$ cat src/rtl/mux_pkg.sv
// Shared types and constants for the mux4 feed arbiter.
// DATA_W : width of each channel word (matches the mux in0..in3/out width)
// NCH    : channel count, tied to the 2-bit mux select
// SEL_W  : width of the mux select
package mux_pkg;

  localparam int unsigned DATA_W = 4;
  localparam int unsigned NCH    = 4;
  localparam int unsigned SEL_W  = 2;

  typedef logic [DATA_W-1:0] mux_word_t;
  typedef logic [SEL_W-1:0]  mux_sel_t;

  // Output side: EMPTY means out_valid=0, GRANTED means a word is presented.
  typedef enum logic [0:0] {
    StEmpty   = 1'b0,
    StGranted = 1'b1
  } out_state_e;

  // One-hot decode of a channel index.
  function automatic logic [NCH-1:0] sel_onehot(mux_sel_t s);
    logic [NCH-1:0] oh;
    oh    = '0;
    oh[s] = 1'b1;
    return oh;
  endfunction

endpackage

$ cat src/rtl/mux_rr_pick.sv
// Rotating priority encoder used for round-robin arbitration.
// Searches req starting at ptr+1, ptr+2, ... wrapping mod 4, and returns the
// first set bit.
// Ports:
//   req  - request vector, bit i = channel i eligible
//   ptr  - last granted channel (search starts one above it)
//   any  - at least one request present
//   pick - chosen channel index (0 when any=0)
module mux_rr_pick
  import mux_pkg::*;
(
  input  logic [NCH-1:0] req,
  input  mux_sel_t       ptr,
  output logic           any,
  output mux_sel_t       pick
);

  logic found;

  always_comb begin
    any   = |req;
    pick  = '0;
    found = 1'b0;
    // Offsets 1..NCH; the 2-bit sum wraps naturally so offset NCH is ptr itself.
    for (int unsigned off = 1; off <= NCH; off++) begin
      if (!found && req[ptr + mux_sel_t'(off)]) begin
        found = 1'b1;
        pick  = ptr + mux_sel_t'(off);
      end
    end
  end

endmodule

$ cat src/rtl/mux4_feed_arbiter.sv
// Upstream sequencer for the mux4to1 datapath.
// Buffers one word per input channel, round-robin arbitrates among buffered
// channels and drives the mux data inputs, select and an output qualifier.
// Ports:
//   clk, rst_n            - clock, synchronous active-low reset
//   in_valid/in_ready     - per-channel handshake (bit i = channel i)
//   in_data0..in_data3    - channel words
//   ch0..ch3              - holding registers, drive mux in0..in3
//   sel                   - registered grant, drives mux sel
//   out_valid/out_ready   - qualifier for the mux output word (ch[sel])
module mux4_feed_arbiter
  import mux_pkg::*;
(
  input  logic              clk,
  input  logic              rst_n,
  input  logic [NCH-1:0]    in_valid,
  output logic [NCH-1:0]    in_ready,
  input  logic [DATA_W-1:0] in_data0,
  input  logic [DATA_W-1:0] in_data1,
  input  logic [DATA_W-1:0] in_data2,
  input  logic [DATA_W-1:0] in_data3,
  output logic [DATA_W-1:0] ch0,
  output logic [DATA_W-1:0] ch1,
  output logic [DATA_W-1:0] ch2,
  output logic [DATA_W-1:0] ch3,
  output logic [SEL_W-1:0]  sel,
  output logic              out_valid,
  input  logic              out_ready
);

  out_state_e     state_q, state_d;
  logic [NCH-1:0] full_q, full_d;
  mux_word_t      ch_q [NCH];
  mux_word_t      ch_d [NCH];
  mux_sel_t       sel_q, sel_d;
  mux_sel_t       rr_ptr_q, rr_ptr_d;

  mux_word_t      in_data [NCH];
  logic [NCH-1:0] accept;
  logic [NCH-1:0] clr_mask;
  logic [NCH-1:0] elig;
  logic           consume;
  logic           elig_any;
  mux_sel_t       pick;

  assign in_data[0] = in_data0;
  assign in_data[1] = in_data1;
  assign in_data[2] = in_data2;
  assign in_data[3] = in_data3;

  // in_ready is a pure register decode: no path from in_valid or out_ready.
  assign in_ready  = ~full_q;
  assign out_valid = (state_q == StGranted);
  assign consume   = out_valid & out_ready;
  assign accept    = in_valid & in_ready;

  // The word being consumed this cycle cannot be granted again; a word
  // accepted this cycle is not yet in full_q, so it waits one cycle.
  assign clr_mask = consume ? sel_onehot(sel_q) : '0;
  assign elig     = full_q & ~clr_mask;

  mux_rr_pick u_rr_pick (
    .req  (elig),
    .ptr  (rr_ptr_q),
    .any  (elig_any),
    .pick (pick)
  );

  // Holding registers and full flags. A channel is only written while empty,
  // so ch[sel] stays stable under backpressure.
  always_comb begin
    full_d = (full_q & ~clr_mask) | accept;
    for (int unsigned i = 0; i < NCH; i++) begin
      ch_d[i] = accept[i] ? in_data[i] : ch_q[i];
    end
  end

  // Output FSM next-state.
  always_comb begin
    state_d  = state_q;
    sel_d    = sel_q;
    rr_ptr_d = rr_ptr_q;
    unique case (state_q)
      StEmpty: begin
        if (elig_any) begin
          state_d  = StGranted;
          sel_d    = pick;
          rr_ptr_d = pick;
        end
      end
      StGranted: begin
        if (out_ready) begin
          if (elig_any) begin
            // Back-to-back grant in the same cycle as the consume.
            sel_d    = pick;
            rr_ptr_d = pick;
          end else begin
            state_d = StEmpty;
          end
        end
      end
      default: state_d = StEmpty;
    endcase
  end

  always_ff @(posedge clk) begin
    if (!rst_n) begin
      state_q  <= StEmpty;
      full_q   <= '0;
      sel_q    <= '0;
      // Pointer at the last channel so channel 0 wins the first grant.
      rr_ptr_q <= mux_sel_t'(NCH - 1);
      for (int unsigned i = 0; i < NCH; i++) begin
        ch_q[i] <= '0;
      end
    end else begin
      state_q  <= state_d;
      full_q   <= full_d;
      sel_q    <= sel_d;
      rr_ptr_q <= rr_ptr_d;
      for (int unsigned i = 0; i < NCH; i++) begin
        ch_q[i] <= ch_d[i];
      end
    end
  end

  assign ch0 = ch_q[0];
  assign ch1 = ch_q[1];
  assign ch2 = ch_q[2];
  assign ch3 = ch_q[3];
  assign sel = sel_q;

endmodule
$ cat config.mk
export PLATFORM = sky130hd
export DESIGN_NAME = mux4_feed_arbiter
export DESIGN_NICKNAME = d
export VERILOG_FILES = /design/src/rtl/mux_pkg.sv /design/src/rtl/mux_rr_pick.sv /design/src/rtl/mux4_feed_arbiter.sv
export SDC_FILE = /design/constraint.sdc
export NUM_CORES = 1
export LEC_CHECK = 0
export ABC_CLOCK_PERIOD_IN_PS = 1600
export CAP_MARGIN = 20
export CORE_MARGIN = 4
export CORE_UTILIZATION = 42
export CTS_CLUSTER_SIZE = 24
export DETAILED_ROUTE_END_ITERATION = 12
export DONT_BUFFER_PORTS = 1
export MAX_ROUTING_LAYER = met4
export PLACE_DENSITY = 0.6
export SETUP_SLACK_MARGIN = 0.5
export SLEW_MARGIN = 30
export SYNTH_ARGS = -nofsm -noshare
export SYNTH_HDL_FRONTEND = slang
export SYNTH_HIERARCHICAL = 1
export SYNTH_SLANG_ARGS = --single-unit
$ cat constraint.sdc
create_clock -name clk -period 1.6 [get_ports clk]
set_clock_uncertainty 0.2 [all_clocks]
set_input_delay 0.16 -clock clk [delete_from_list [all_inputs] [get_ports clk]]
set_output_delay 0.16 -clock clk [all_outputs]
set_load 0.005 [all_outputs]
==> summary.md, run 1 <==
| Metric | Value |
|---|---|
| Pre-CTS setup slack | `-0.0509 ns` |
| Core ar. | `~0.0025 mm²` |
| Synth Area in Adders | `0%` |
| Initial Util | `44.2%` |
| Synthesized net count | `140` |
| Cell Area, Synth | `0.00111 mm²` |
| Final instance area | `0.00140 mm²` |
| Die height | `59.3 µm` |
| Mux contribution to synthesized area | `15.4%` |
| CP top delay family | `simple AND/OR/NAND/NOR gates` |
| Most used cell, CP | `nand3_1` |
| Share of cells above drive strength 1 | `between 40% and 50%` |
| Cell taking the most area after synthesis | `dfxtp_1` |
| Area growth from synthesis to layout | `26.7%` |
| Fmax achieved | `0.618 GHz` |
| Worst R2R Setup Slack | `-0.02 ns` |
| GRT overflow | `0` |
| Pwr dens | `915 mW/mm²` |
| Switching Fraction | `28.4%` |
| Top-count cell post-synth | `dfxtp_1` |
| Die ar. | `0.00352 mm²` |
| Nets | `152` |
| Dominant synthesized flop cell | `dfxtp_1` |
| Post-synth top cells | `dfxtp_1, nor2b_1, mux2i_1` |
| WL/cell | `14.3 µm` |
| Routability cong. | `roughly 0.74` |
| Largest net degree at the start of global routing | `26` |
| CP max FO | `4` |
| Post-Route WL | `2260 µm` |
| Xor and xnor area share after synthesis | `0%` |
| Yosys warns | `6` |
| Worst path bufs/invs | `0` |
| Post-synth cell types | `22` |
| MaxCap Viol Count | `0` |
| Vias | `roughly 810` |
| Cells after Synth | `117` |
| CTS clk-pin slew, worst paths | `0.14 ns` |
| Largest family of logic cells by synthesized area | `simple AND/OR/NAND/NOR gates` |
| Longest Clk Path Bufs | `2` |
| Final worst-path cycle share | `101%` |
| I/O Pins | `46` |
| Crit. End Element | `register` |
| Final setup violation count | `2` |
| Worst-path cell chain | `nand2_4 > nor3b_4 > nor2_4 > nor2b_4 > a21oi_2 > o221ai_2 > nand3_1 > nand3_1` |
| Die width | `59.3 µm` |
| CTS tree | `built` |
| Max stage delay on crit path | `0.40 ns` |
| Initial antenna violation count | `0` |
| Synth top area share | `45.2%` |
| Pins over their slew limit | `0` |
| Num CTS Buffers | `3` |
| Comb pwr share | `roughly a fifth` |
| Clk sinks | `25` |
| Violated checks | `hold timing, setup timing` |
| WP data required | `1.62 ns` |
| Vias in the first global route | `856` |
| Setup crit start kind | `register` |
| Synthesis-stage register bit count | `25` |
| Status | `complete, but fails checks` |
| Slowest-stage cell, CP | `dfxtp_4` |
| Hold Vio Cnt, Final | `25` |
| Register share of total power | `around 57%` |
| Clock power share | `22.3%` |
| Worst Hold Class | `primary input to register` |
| Setup CP Type | `register to register` |
| PortBufs | `0` |
| Htree depth | `1` |
| Synth top area cells | `dfxtp_1, mux2i_1, nor2b_1` |
| Drt pass-1 iters | `4` |
| EDFF count, synth | `0` |
| Post-synthesis sequential area ratio | `45.2%` |
| Dpl cell area | `between 0.001 and 0.0015 mm²` |
| Setup ws final | `-0.0182 ns` |
| DRC errors left | `0` |
| Async SR Flop Fraction | `0%` |
| Arrival time worst endpoint | `roughly 1.6 ns` |
| Hold slack final | `-0.291 ns` |
| Area share of and/or/nand/nor cells after synthesis | `22.7%` |
| CTS root buf | `clkbuf_4` |
| # fillers | `232` |
| Skew-Pair Late Insertion Delay | `0.31 ns` |
| Via/cell ratio | `roughly 5.1` |
| Syn Area/Cell | `9.45 µm²` |
| Min cycle time layout | `1.62 ns` |
| Compound-Gate Fraction of Synth Area | `~11%` |
| Worst VDD drop | `0.000547 V` |
| ANT cells | `0` |
| Psw | `0.364 mW` |
| Hpwl dp | `1640 µm` |
| Relative slew margins | `82.3%` |
| Cell row count | `18` |
| Slew @ Worst Pin | `0.266 ns` |
| RSZ-0062 raised after global routing | `true` |
| DRT iter0 DRCs | `23` |
| First-pass GRT wire length | `3560 µm` |
| Total GRT Usage | `a little over an eighth` |
| Static leakage | `around 0.56 nW` |
| Post-DRT Antenna Nets | `0` |
| P_int | `0.919 mW` |
==> final timing paths <==
kind,start,end,depth (start not counted)
setup / recovery,out_valid$_SDFF_PN0_,rr_ptr_q[0]$_SDFFE_PN1P_,8
hold / removal,rst_n,rr_ptr_q[1]$_SDFFE_PN1P_,1
setup reg to reg,out_valid$_SDFF_PN0_,rr_ptr_q[0]$_SDFFE_PN1P_,8
hold reg to reg,ch_q[3][2]$_SDFFE_PN0P_,ch_q[3][2]$_SDFFE_PN0P_,2
==> power by group through the flow <==
stage	logic [mW]	clock network [mW]	registers [mW]
4_1_cts	0.235	0.301	0.727
5_1_grt	0.294	0.336	0.740
3_3_place_gp	0.191	0	0.734
2_1_floorplan	0.163	0	0.728
6_report	0.264	0.286	0.731
3_5_place_dp	0.195	0	0.734
==> placed cells by master (no fill, tap or decap), drive strengths merged, types with 2 or more instances in the layout <==
cell type	Yosys	routed
dfxtp	25	25
nor2b	22	22
mux2i	17	17
buf	5	13
o21ai	8	8
nor2	7	7
inv	6	6
a21oi	6	6
nand3	4	4
nand2	4	4
clkbuf	1	3
a21boi	3	3
a31oi	2	2
nand2b	2	2
==> final cells by class <==
cell class                 instances  area (µm²)  area share [%]
inverter                           6        32.5            2.32
sequential                        25         532            37.9
tap                               30        37.5            2.68
clock inverter                     1        7.51           0.536
timing repair buffer              13         139            9.91
clock buffer                       3        22.5            1.61
multi-input combinational         80         631            45.0
==> routing by layer <==
metal / up-vias / global-route usage (%) / wire length (µm)
li1: 416 / - / -
met1: 365 / 15.8 / 966
met2: 29 / 21.2 / 1060
met3: 2 / 4.14 / 222
met4: 0 / 6.80 / 19
met5: - / - / 0
==> state kept, by name, summed over array words and instances, names as in the netlist <==
name	cells
full_q	4
ch_q	16
rr_ptr_q	2
out_valid	1
sel	2
==> through the flow <==
step / util, % / TNS [ns] / power (mW) / cells
2_1_floorplan: - / 0 / 0.892 / 117
3_3_place_gp: 46.2 / -0.0653 / 0.925 / 146
3_5_place_dp: 46.2 / -0.100 / 0.929 / 146
4_1_cts: 52.6 / -0.0644 / 1.26 / 154
5_1_grt: 56.1 / -0.391 / 1.37 / 158
6_report: 56.1 / -0.0195 / 1.28 / 158
==> cell families (layout without fill, tap and decap cells) <==
logic type             after synthesis  after routing
AOI/OAI and AO/OA                   20             20
and+or+nand+nor                     43             43
buffers and inverters               12             23
muxes                               17             17
DFF                                 25             25
==> worst reg2reg max path, delay by kind of cell (launching register included) <==
kind / cells / cell delay [ns]
simple gates: 6 / 0.71
flops: 1 / 0.40
compound gates: 2 / 0.22
==> what timing repair did <==
item | 4_1_cts | 5_1_grt
gates cloned | 0 | 0
buffers inserted | 4 | 4
pin swaps | 5 | 4
setup endpoints to repair | 28 | 36
endpoints found under the hold margin | 25 | 25
gates resized for setup | 36 | 24
Note: power is estimated with default switching activity, not from simulation.
==> run 2, diff against run 1 <==
Settings changed: SKIP_CTS_REPAIR_TIMING set to 1.
==> summary.md, run 2 (synthesized netlist as in run 1, its figures left out) <==
| Metric | Value |
|---|---|
| Largest register FFs | `16 (unchanged)` |
| Die ar. | `0.00352 mm² (unchanged)` |
| CTS tree | `built` |
| Post-DRT Antenna Nets | `0 (unchanged)` |
| Hpwl dp | `1640 µm (unchanged)` |
| Fmax achieved | `0.619 GHz (+0.20%)` |
| Arrival time worst endpoint | `1.64 ns (about the same)` |
| I/O Pins | `46 (unchanged)` |
| Post-Route WL | `2230 µm (-1.5%)` |
| Pwr dens | `940 mW/mm² (+2.8%)` |
| Initial antenna violation count | `0 (unchanged)` |
| Setup ws final | `-0.0150 ns (+0.00324 ns)` |
| MaxCap Viol Count | `0 (unchanged)` |
| Num CTS Buffers | `3 (unchanged)` |
| RSZ-0062 raised after global routing | `true` |
| Final worst-path cycle share | `101% (-0.20 points)` |
| CP max FO | `4 (unchanged)` |
| First-pass GRT wire length | `3380 µm (-5.0%)` |
| Relative slew margins | `82.9% (+0.62 points)` |
| Worst R2R Setup Slack | `-0.01 ns (about the same)` |
| Worst Hold Class | `primary input to register` |
| Setup crit start kind | `register` |
| Status | `complete, but fails checks` |
| Worst VDD drop | `0.000565 V (+3.4%)` |
| Min cycle time layout | `1.61 ns (-0.00324 ns)` |
| Skew-Pair Late Insertion Delay | `0.32 ns (about the same)` |
| Cell row count | `18 (unchanged)` |
| Most used cell, CP | `nand3_1` |
| Clk sinks | `25 (unchanged)` |
| Share of cells above drive strength 1 | `40.7% (-3.1 points)` |
| DRT iter0 DRCs | `37 (+61%)` |
| Htree depth | `1 (unchanged)` |
| Commonest non-fill, non-tap cell in the layout | `mux2i_1` |
| Area growth from synthesis to layout | `22.3%` |
| Slew @ Worst Pin | `0.256 ns (-0.00936 ns)` |
| Overall power | `1.27 mW (-0.80%)` |
| PortBufs | `0 (unchanged)` |
| ANT cells | `0 (unchanged)` |
| Largest net degree at the start of global routing | `26 (unchanged)` |
| Initial Util | `44.2% (unchanged)` |
| Die width | `59.3 µm (unchanged)` |
| Sequential Area | `532 µm² (unchanged)` |
| Area taken by multi-input logic gates | `646 µm² (+2.4%)` |
| Hold Vio Cnt, Final | `25 (unchanged)` |
| WP data required | `1.62 ns (about the same)` |
| Final setup violation count | `2 (unchanged)` |
| CP top delay family | `simple AND/OR/NAND/NOR gates` |
| Max stage delay on crit path | `0.39 ns (about the same)` |
| Biggest register | `ch_q` |
| Die height | `59.3 µm (unchanged)` |
| Routability cong. | `0.740 (unchanged)` |
| Crit. End Element | `register` |
| Worst-path cell chain | `nand2_4 > nor3b_4 > nor2_4 > nor2b_4 > a21oi_2 > o221ai_2 > nand3_1 > nand3_1` |
| Most frequent cells in the layout | `mux2i_1, nor2b_1, dfxtp_1` |
| CTS clk-pin slew, worst paths | `0.14 ns (about the same)` |
| Violated checks | `hold timing, setup timing` |
| Pre-CTS setup slack | `-0.0509 ns (unchanged)` |
| Setup CP Type | `register to register` |
| CTS root buf | `clkbuf_4` |
| Biggest regs | `ch_q: 16 flops, full_q: 4 flops` |
| Pins over their slew limit | `0 (unchanged)` |
| GRT overflow | `0 (unchanged)` |
| Core ar. | `0.00250 mm² (unchanged)` |
| Drt pass-1 iters | `4 (unchanged)` |
| Longest Clk Path Bufs | `2 (unchanged)` |
| Nets | `147 (-3.3%)` |
| Vias in the first global route | `782 (-8.6%)` |
| Worst path bufs/invs | `0 (unchanged)` |
| Static leakage | `0.530 nW (-6.1%)` |
| Via/cell ratio | `5.26 (+2.4%)` |
| Slowest-stage cell, CP | `dfxtp_4` |
| Hold slack final | `-0.292 ns (-0.00176 ns)` |
| DRC errors left | `0 (unchanged)` |
| WL/cell | `14.6 µm (+1.7%)` |
| # fillers | `236 (+1.7%)` |
| Total GRT Usage | `12.9% (-0.75 points)` |
| Vias | `805 (-0.86%)` |
run 2: area by class of cell:
cell class	count	share of cell area [%]
Timing Repair Buffer	8	5.55
Clock buffer	3	1.67
Clock inverter	1	0.555
Sequential cell	25	39.3
Multi-Input combinational cell	80	47.7
Tap cell	30	2.78
Inverter	6	2.41
run 2: metal layers:
layer	wire (µm)	vias up	track usage, %
met3	241	4	3.49
met1	919	358	16.4
met4	40	0	4.85
met2	1030	37	19.3
met5	0	-	-
li1	-	406	-
run 2: report_power, final:
part / switching [mW] / leakage [nW] / total (mW) / internal, mW
sequential: 0.0601 / 0.212 / 0.735 / 0.675
combinational: 0.114 / 0.304 / 0.246 / 0.132
clock: 0.196 / 0.0139 / 0.291 / 0.0954
total: 0.369 / 0.530 / 1.27 / 0.903
run 2: path summary, 6_finish.rpt:
path	to	depth (start not counted)	start
worst min register to register	full_q[2]$_SDFF_PN0_	1	full_q[2]$_SDFF_PN0_
worst max-delay path	rr_ptr_q[0]$_SDFFE_PN1P_	8	out_valid$_SDFF_PN0_
worst min-delay path	rr_ptr_q[1]$_SDFFE_PN1P_	1	rst_n
worst max register to register	rr_ptr_q[0]$_SDFFE_PN1P_	8	out_valid$_SDFF_PN0_
run 2: stage by stage:
step	utilization, %	hold slack (ns)	setup TNS (ns)	std cells	instance area [µm²]
6_report	54.1	-0.292	-0.0182	153	1350
3_3_place_gp	46.2	0.0412	-0.0653	146	1150
5_1_grt	54.1	-0.317	-0.307	153	1350
3_5_place_dp	46.2	0.0412	-0.100	146	1150
4_1_cts	47.4	-0.296	-0.208	150	1180
2_1_floorplan	-	0.0882	0	117	1120
